$ cat config.mk
export PLATFORM = sky130hd
export DESIGN_NAME = alu_seq_flat
export DESIGN_NICKNAME = d
export VERILOG_FILES = /design/src/rtl/alu_seq_pkg.sv /design/src/rtl/alu_seq_if.sv /design/src/rtl/alu.sv /design/src/rtl/alu_seq.sv /design/src/flat_wrapper.sv
export SDC_FILE = /design/constraint.sdc
export NUM_CORES = 1
export LEC_CHECK = 0
export CORE_MARGIN = 10
export CORE_UTILIZATION = 40
export DETAILED_ROUTE_END_ITERATION = 10
export GPL_ROUTABILITY_DRIVEN = 0
export PLACE_DENSITY = 0.7
export SLEW_MARGIN = 40
export SYNTH_ARGS = -nofsm -noshare
export SYNTH_HDL_FRONTEND = slang
export SYNTH_HIERARCHICAL = 1
export SYNTH_SLANG_ARGS = --single-unit
export TNS_END_PERCENT = 1
$ cat constraint.sdc
create_clock -name i_clk -period 5.4 [get_ports i_clk]
set_input_delay 1.08 -clock i_clk [delete_from_list [all_inputs] [get_ports i_clk]]
set_output_delay 1.08 -clock i_clk [all_outputs]
set_load 0.01 [all_outputs]
$ cat src/rtl/alu_seq_pkg.sv
// Shared definitions for the sequenced ALU front-end: opcodes, ALU control
// codes, FSM state encoding and the opcode-to-ALU-control mapping.
package alu_seq_pkg;

    localparam int OP_W = 3;

    localparam logic [OP_W-1:0] OP_ADD = 3'b000;
    localparam logic [OP_W-1:0] OP_SUB = 3'b001;
    localparam logic [OP_W-1:0] OP_SHL = 3'b010;
    localparam logic [OP_W-1:0] OP_SHR = 3'b011;
    localparam logic [OP_W-1:0] OP_MUL = 3'b100;

    localparam logic [1:0] ALU_ADD = 2'b00;
    localparam logic [1:0] ALU_SUB = 2'b10;
    localparam logic [1:0] ALU_SHR = 2'b01;
    localparam logic [1:0] ALU_SHL = 2'b11;

    typedef enum logic [1:0] {
        ST_IDLE   = 2'b00,
        ST_EXEC   = 2'b01,
        ST_MUL_IT = 2'b10,
        ST_DONE   = 2'b11
    } state_t;

    // Illegal opcodes drive the adder; their result is discarded anyway.
    function automatic logic [1:0] op_to_alu_ctrl(input logic [OP_W-1:0] op);
        logic [1:0] ctrl;
        ctrl = ALU_ADD;
        case (op)
            OP_SUB:  ctrl = ALU_SUB;
            OP_SHL:  ctrl = ALU_SHL;
            OP_SHR:  ctrl = ALU_SHR;
            default: ctrl = ALU_ADD;
        endcase
        return ctrl;
    endfunction

endpackage

$ cat src/rtl/alu_seq_if.sv
// Request/response bus of alu_seq. The master side issues requests and
// consumes responses; the slave side is the sequencer itself.
interface alu_seq_if #(parameter int N = 16);

    logic           i_valid;
    logic           o_ready;
    logic [2:0]     i_op;
    logic [N-1:0]   i_a;
    logic [N-1:0]   i_b;
    logic           o_valid;
    logic           i_ready;
    logic [2*N-1:0] o_q;
    logic           o_carry;
    logic           o_par;
    logic           o_err;

    modport master (
        output i_valid, i_op, i_a, i_b, i_ready,
        input  o_ready, o_valid, o_q, o_carry, o_par, o_err
    );

    modport slave (
        input  i_valid, i_op, i_a, i_b, i_ready,
        output o_ready, o_valid, o_q, o_carry, o_par, o_err
    );

endinterface

$ cat src/rtl/alu.sv
// Combinational 16-bit ALU: add, subtract, shift left, shift right by one.
// mayor is the adder carry-out (for subtract: the no-borrow bit).
module alu #(
    parameter int N = 16
) (
    input  logic [N-1:0] a,
    input  logic [N-1:0] b,
    input  logic [1:0]   ctrl,
    output logic [N-1:0] q,
    output logic         mayor
);

    // Select the operation and its carry-style side output.
    always_comb begin
        q     = '0;
        mayor = 1'b0;
        case (ctrl)
            2'b00: {mayor, q} = {1'b0, a} + {1'b0, b};
            2'b10: {mayor, q} = {1'b0, a} + {1'b0, ~b} + (N+1)'(1);
            2'b01: q = a >> 1;
            default: q = a << 1;
        endcase
    end

endmodule

$ cat src/rtl/alu_seq.sv
// Sequenced front-end for the combinational alu: valid/ready request in,
// registered result and flags out, plus an N-iteration shift-and-add multiply
// that reuses the ALU adder.
module alu_seq
    import alu_seq_pkg::*;
#(
    parameter int N = 16
) (
    input  logic    i_clk,
    input  logic    i_reset,
    alu_seq_if.slave bus
);

    localparam int CW = $clog2(N);

    state_t           state_q, state_d;
    logic [OP_W-1:0]  op_q, op_d;
    logic [N-1:0]     a_q, a_d;      // operand A / multiplicand
    logic [N-1:0]     b_q, b_d;      // operand B / multiplier, low accumulator half for MUL
    logic [N-1:0]     hi_q, hi_d;    // high accumulator half for MUL
    logic [CW-1:0]    cnt_q, cnt_d;
    logic [2*N-1:0]   res_q, res_d;
    logic             carry_q, carry_d;
    logic             par_q, par_d;
    logic             err_q, err_d;

    logic [N-1:0]     alu_a, alu_b, alu_q;
    logic [1:0]       alu_ctrl;
    logic             alu_mayor;
    logic [N:0]       mul_sum;

    alu #(.N(N)) u_alu (
        .a     (alu_a),
        .b     (alu_b),
        .ctrl  (alu_ctrl),
        .q     (alu_q),
        .mayor (alu_mayor)
    );

    // During multiply the ALU adds the multiplicand to the high half;
    // otherwise it sees the registered operands.
    always_comb begin
        alu_a    = a_q;
        alu_b    = b_q;
        alu_ctrl = op_to_alu_ctrl(op_q);
        if (state_q == ST_MUL_IT) begin
            alu_a    = hi_q;
            alu_b    = a_q;
            alu_ctrl = ALU_ADD;
        end
    end

    // Next-state, operand capture, multiply iteration and result formation.
    always_comb begin
        state_d = state_q;
        op_d    = op_q;
        a_d     = a_q;
        b_d     = b_q;
        hi_d    = hi_q;
        cnt_d   = cnt_q;
        res_d   = res_q;
        carry_d = carry_q;
        par_d   = par_q;
        err_d   = err_q;
        // {c,hi}: the carry bit only lives for one iteration, because the
        // right shift moves it into hi[N-1] immediately.
        mul_sum = b_q[0] ? {alu_mayor, alu_q} : {1'b0, hi_q};

        case (state_q)
            ST_IDLE: begin
                if (bus.i_valid) begin
                    op_d    = bus.i_op;
                    a_d     = bus.i_a;
                    b_d     = bus.i_b;
                    hi_d    = '0;
                    cnt_d   = '0;
                    state_d = (bus.i_op == OP_MUL) ? ST_MUL_IT : ST_EXEC;
                end
            end
            ST_EXEC: begin
                state_d = ST_DONE;
                res_d   = {{N{1'b0}}, alu_q};
                err_d   = 1'b0;
                case (op_q)
                    OP_ADD: carry_d = alu_mayor;
                    OP_SUB: carry_d = (a_q < b_q);
                    OP_SHL: carry_d = a_q[N-1];
                    OP_SHR: carry_d = a_q[0];
                    default: begin
                        res_d   = '0;
                        carry_d = 1'b0;
                        err_d   = 1'b1;
                    end
                endcase
                par_d = res_d[0];
            end
            ST_MUL_IT: begin
                hi_d  = mul_sum[N:1];
                b_d   = {mul_sum[0], b_q[N-1:1]};
                cnt_d = cnt_q + CW'(1);
                if (cnt_q == CW'(N-1)) begin
                    state_d = ST_DONE;
                    res_d   = {hi_d, b_d};
                    carry_d = |hi_d;
                    par_d   = b_d[0];
                    err_d   = 1'b0;
                end
            end
            default: begin
                if (bus.i_ready) begin
                    state_d = ST_IDLE;
                end
            end
        endcase
    end

    // State and datapath registers; reset aborts any in-flight operation.
    always_ff @(posedge i_clk or posedge i_reset) begin
        if (i_reset) begin
            state_q <= ST_IDLE;
            op_q    <= '0;
            a_q     <= '0;
            b_q     <= '0;
            hi_q    <= '0;
            cnt_q   <= '0;
            res_q   <= '0;
            carry_q <= 1'b0;
            par_q   <= 1'b0;
            err_q   <= 1'b0;
        end else begin
            state_q <= state_d;
            op_q    <= op_d;
            a_q     <= a_d;
            b_q     <= b_d;
            hi_q    <= hi_d;
            cnt_q   <= cnt_d;
            res_q   <= res_d;
            carry_q <= carry_d;
            par_q   <= par_d;
            err_q   <= err_d;
        end
    end

    assign bus.o_ready = (state_q == ST_IDLE) && !i_reset;
    assign bus.o_valid = (state_q == ST_DONE);
    assign bus.o_q     = res_q;
    assign bus.o_carry = carry_q;
    assign bus.o_par   = par_q;
    assign bus.o_err   = err_q;

endmodule

$ cat src/flat_wrapper.sv
// flat-port wrapper written by rule: the top's interface ports become plain ports
module alu_seq_flat import alu_seq_pkg::*;
#(
    parameter int N = 16
)
  (i_clk, i_reset, bus_i_valid, bus_i_op, bus_i_a, bus_i_b, bus_i_ready, bus_o_ready, bus_o_valid, bus_o_q, bus_o_carry, bus_o_par, bus_o_err);
  alu_seq_if #(.N(N)) bus_i ();
  input  logic i_clk;
  input  logic i_reset;
  input wire logic [$bits(bus_i.i_valid)-1:0] bus_i_valid;
  input wire logic [$bits(bus_i.i_op)-1:0] bus_i_op;
  input wire logic [$bits(bus_i.i_a)-1:0] bus_i_a;
  input wire logic [$bits(bus_i.i_b)-1:0] bus_i_b;
  input wire logic [$bits(bus_i.i_ready)-1:0] bus_i_ready;
  output wire logic [$bits(bus_i.o_ready)-1:0] bus_o_ready;
  output wire logic [$bits(bus_i.o_valid)-1:0] bus_o_valid;
  output wire logic [$bits(bus_i.o_q)-1:0] bus_o_q;
  output wire logic [$bits(bus_i.o_carry)-1:0] bus_o_carry;
  output wire logic [$bits(bus_i.o_par)-1:0] bus_o_par;
  output wire logic [$bits(bus_i.o_err)-1:0] bus_o_err;
  assign bus_i.i_valid = bus_i_valid;
  assign bus_i.i_op = bus_i_op;
  assign bus_i.i_a = bus_i_a;
  assign bus_i.i_b = bus_i_b;
  assign bus_i.i_ready = bus_i_ready;
  assign bus_o_ready = bus_i.o_ready;
  assign bus_o_valid = bus_i.o_valid;
  assign bus_o_q = bus_i.o_q;
  assign bus_o_carry = bus_i.o_carry;
  assign bus_o_par = bus_i.o_par;
  assign bus_o_err = bus_i.o_err;
  alu_seq #(.N(N)) u_core (.i_clk(i_clk), .i_reset(i_reset), .bus(bus_i));
endmodule
==> out/results.ini <==
[outcome]
outcome = finished, final reports clean

[yosys]
synth_enable_flop_cells = 0
synth.lib_cells_used.distinct = 68
ys.warnings.count = 6
synthDominantCellAreaShare = 0.3279
synth.area.top_cells = dfrtp_1, ha_1, mux2_2, mux2i_1, o21ai_0
ys_seq_elements = 91
synth.net_count = 866
ys_dominant_reg_cell = dfrtp_1
yosysTopAreaCell = dfrtp_1
synthesis.instances = 773
synth_sequential_area_ratio = 0.3279
async_reset_ff_frac = 1.000
synth_commonest_cells = dfrtp_1, nand2_1, o21ai_0
syn_area_um2 = 6944
avgSynthCellArea_um2 = 8.983

[floorplanning]
starting_density_of_the_core = 0.4043
die-width_um = 151.8
coreArea_um2 = 17180
die_area_um2 = 23030
floorplan.die.height_um = 151.8
core.rowCount = 48
boundaryPins = 76

[sta]
timing_max_transition_violations_final = 0
worst-slew-pin-transition_ps = 820.9
period_minus_slack_ps = 4813
total_setup_violations_reported_at_the_end_of_the_flow = 0
tns_ps = 0
rsz0062_at_grt = no
fmax_mhz = 207.8
final_hold_viol_count = 0
fin_crit_sh = 0.8914
fin_worst_skew_ps = 8.935
timing.max_slew.rel_slack = 0.4527

[grt]
total_global_route_track_usage = 0.1633
number_of_antenna_violations_at_the_first_check_in_global_routing = 0
grt_pass1_wl_um = 30690
via_count_of_the_first_global_routing_pass = 5724
pin_count_of_the_biggest_net_entering_global_routing = 60
globalRouteOverflowTotal = 0

[route]
ant_nets = 0
drt_pre_antenna_iters = 5
drcViolationCount = 0
route.final.wire_length_um = 18750
average_via_count_per_standard_cell = 5.498
detailedRoute.firstIterationViolations = 711
detail_route.wl_per_cell_um = 17.79
routed-via-count = 5795

[cts]
post_cts_resize_count = 0
ctsHtreeMaxLevel = 3
clock_tree.buffer_depth = 2
numCtsBuffers = 9
clock-sinks = 91
cts_setup_buffers = 0
clock_insertion_delay_worst_skew_ps = 340
cts.clk_slew.worst_paths_ps = 70
root_buffer = clkbuf_16
holdBufCountCts = 0
tritoncts = done

[setup_path]
critPathArrivalTime_ps = 5030
critPathKind = flip-flop to flip-flop
start_kind = flip-flop
crit_path_max_fanout = 51
data_required_critical_path_ps = 5620
endpoint_kind = flip-flop

[place]
dpl.hpwl_um = 14280
io_buffers = 75

[cells_and_area]
layout.nets = 917
layout-drive-gt1-share = 0.1146
area_delta_synth_final_pct = 16.97
fin_util = 0.4729
antenna_cells_inserted = 0

[worst_hold_path]
worstHoldPathType = flip-flop to flip-flop

[flow_run]
max-cap-violations = 0

placed cells by master (no fill, tap or decap), types with 8 or more instances in the layout:
cell | synthesis | layout
nand2_1 | 91 | 91
o31ai_1 | 23 | 23
a31oi_1 | 9 | 9
inv_1 | 55 | 54
nor2_1 | 63 | 63
o21ai_0 | 75 | 75
ha_1 | 52 | 51
nor2b_1 | 8 | 8
nor4_1 | 9 | 9
mux2i_1 | 44 | 44
clkdlybuf4s50_1 | 0 | 75
xnor2_1 | 11 | 11
a21oi_1 | 28 | 28
clkbuf_16 | 0 | 9
dfrtp_1 | 91 | 91
nor3_1 | 11 | 10
mux2_2 | 41 | 41
buf_4 | 5 | 10
nand3_1 | 10 | 10
a221oi_2 | 12 | 12
registers in the layout (all words and copies together), names as in the netlist:
register            count
u_core/bus.o_q         32
u_core/state_q          2
u_core/op_q             3
u_core/b_q             16
u_core/cnt_q            4
u_core/bus.o_err        1
u_core/bus.o_carry      1
u_core/hi_q            16
u_core/a_q             16
critical path, cell delays in order, from the launching register on:
cell and delay (ps):
dfrtp_1 420, inv_1 130, ha_4 550, mux2_2 450
ha_1 440, or3_4 450, nor2_4 100, o21ai_0 120
a311oi_1 470, a311oi_1 210, mux2i_1 190, o211ai_1 210
nor4_1 340, a41oi_1 150, o21ai_0 250, o2bb2ai_1 140
a31oi_1 50
final timing paths:
kind | from | endpoint | slack, ps | depth (start not counted)
max in group asynchronous | i_reset | u_core/hi_q[3]$_DFFE_PP0P_ | 3400 | 3
worst min register to register | u_core/bus.o_q[24]$_DFFE_PP0P_ | u_core/bus.o_q[24]$_DFFE_PP0P_ | 500 | 2
worst max-delay path | u_core/state_q[0]$_DFFE_PP0P_ | u_core/bus.o_carry$_DFFE_PP0P_ | 590 | 16
worst min-delay path | u_core/bus.o_q[24]$_DFFE_PP0P_ | u_core/bus.o_q[24]$_DFFE_PP0P_ | 500 | 2
min in group asynchronous | i_reset | u_core/b_q[14]$_DFFE_PP0P_ | 1170 | 2
worst max register to register | u_core/state_q[0]$_DFFE_PP0P_ | u_core/bus.o_carry$_DFFE_PP0P_ | 590 | 16
stage by stage:
step	hold slack (ps)	worst slack, ps	cell area, um^2	instances
final	495.5	586.6	8123	1054
after floorplan	462.1	1184	6944	773
after global routing	530.0	187.5	8123	1054
after CTS	494.1	665.8	8115	1054
after detailed placement	474.9	690.1	7828	1038
after global placement	468.1	745.1	7794	1036
kinds of logic (layout without fill, tap and decap cells):
kind of cell,after synthesis,count (layout),share of synthesized area
simple gates,226,226,0.1523
compound gates,201,201,0.2014
buf+inv,103,159,0.07063
flops,91,91,0.3279
mux,86,86,0.1332
fa+ha+maj,54,54,0.09946
xor+xnor,12,12,0.01514
metal layers:
layer / part of all wire / global-route usage / vias to the layer above
met5: 0 / 0 / -
met4: 0.018 / 0.04909 / 0
met3: 0.064 / 0.02940 / 18
met2: 0.45 / 0.2517 / 179
met1: 0.47 / 0.2275 / 2736
li1: - / - / 2862
cell type report:
class	count	area, um^2
Inverter	56	217.7
Timing Repair Buffer	87	855.8
Tap cell	225	281.5
Sequential cell	91	2277
Clock inverter	4	51.30
Clock buffer	12	236.5
Multi-Input combinational cell	579	4203
Fill cell	1643	9054
Power is not shown: default switching activity piles up to over one toggle a cycle in this logic, so the estimate is an artifact.
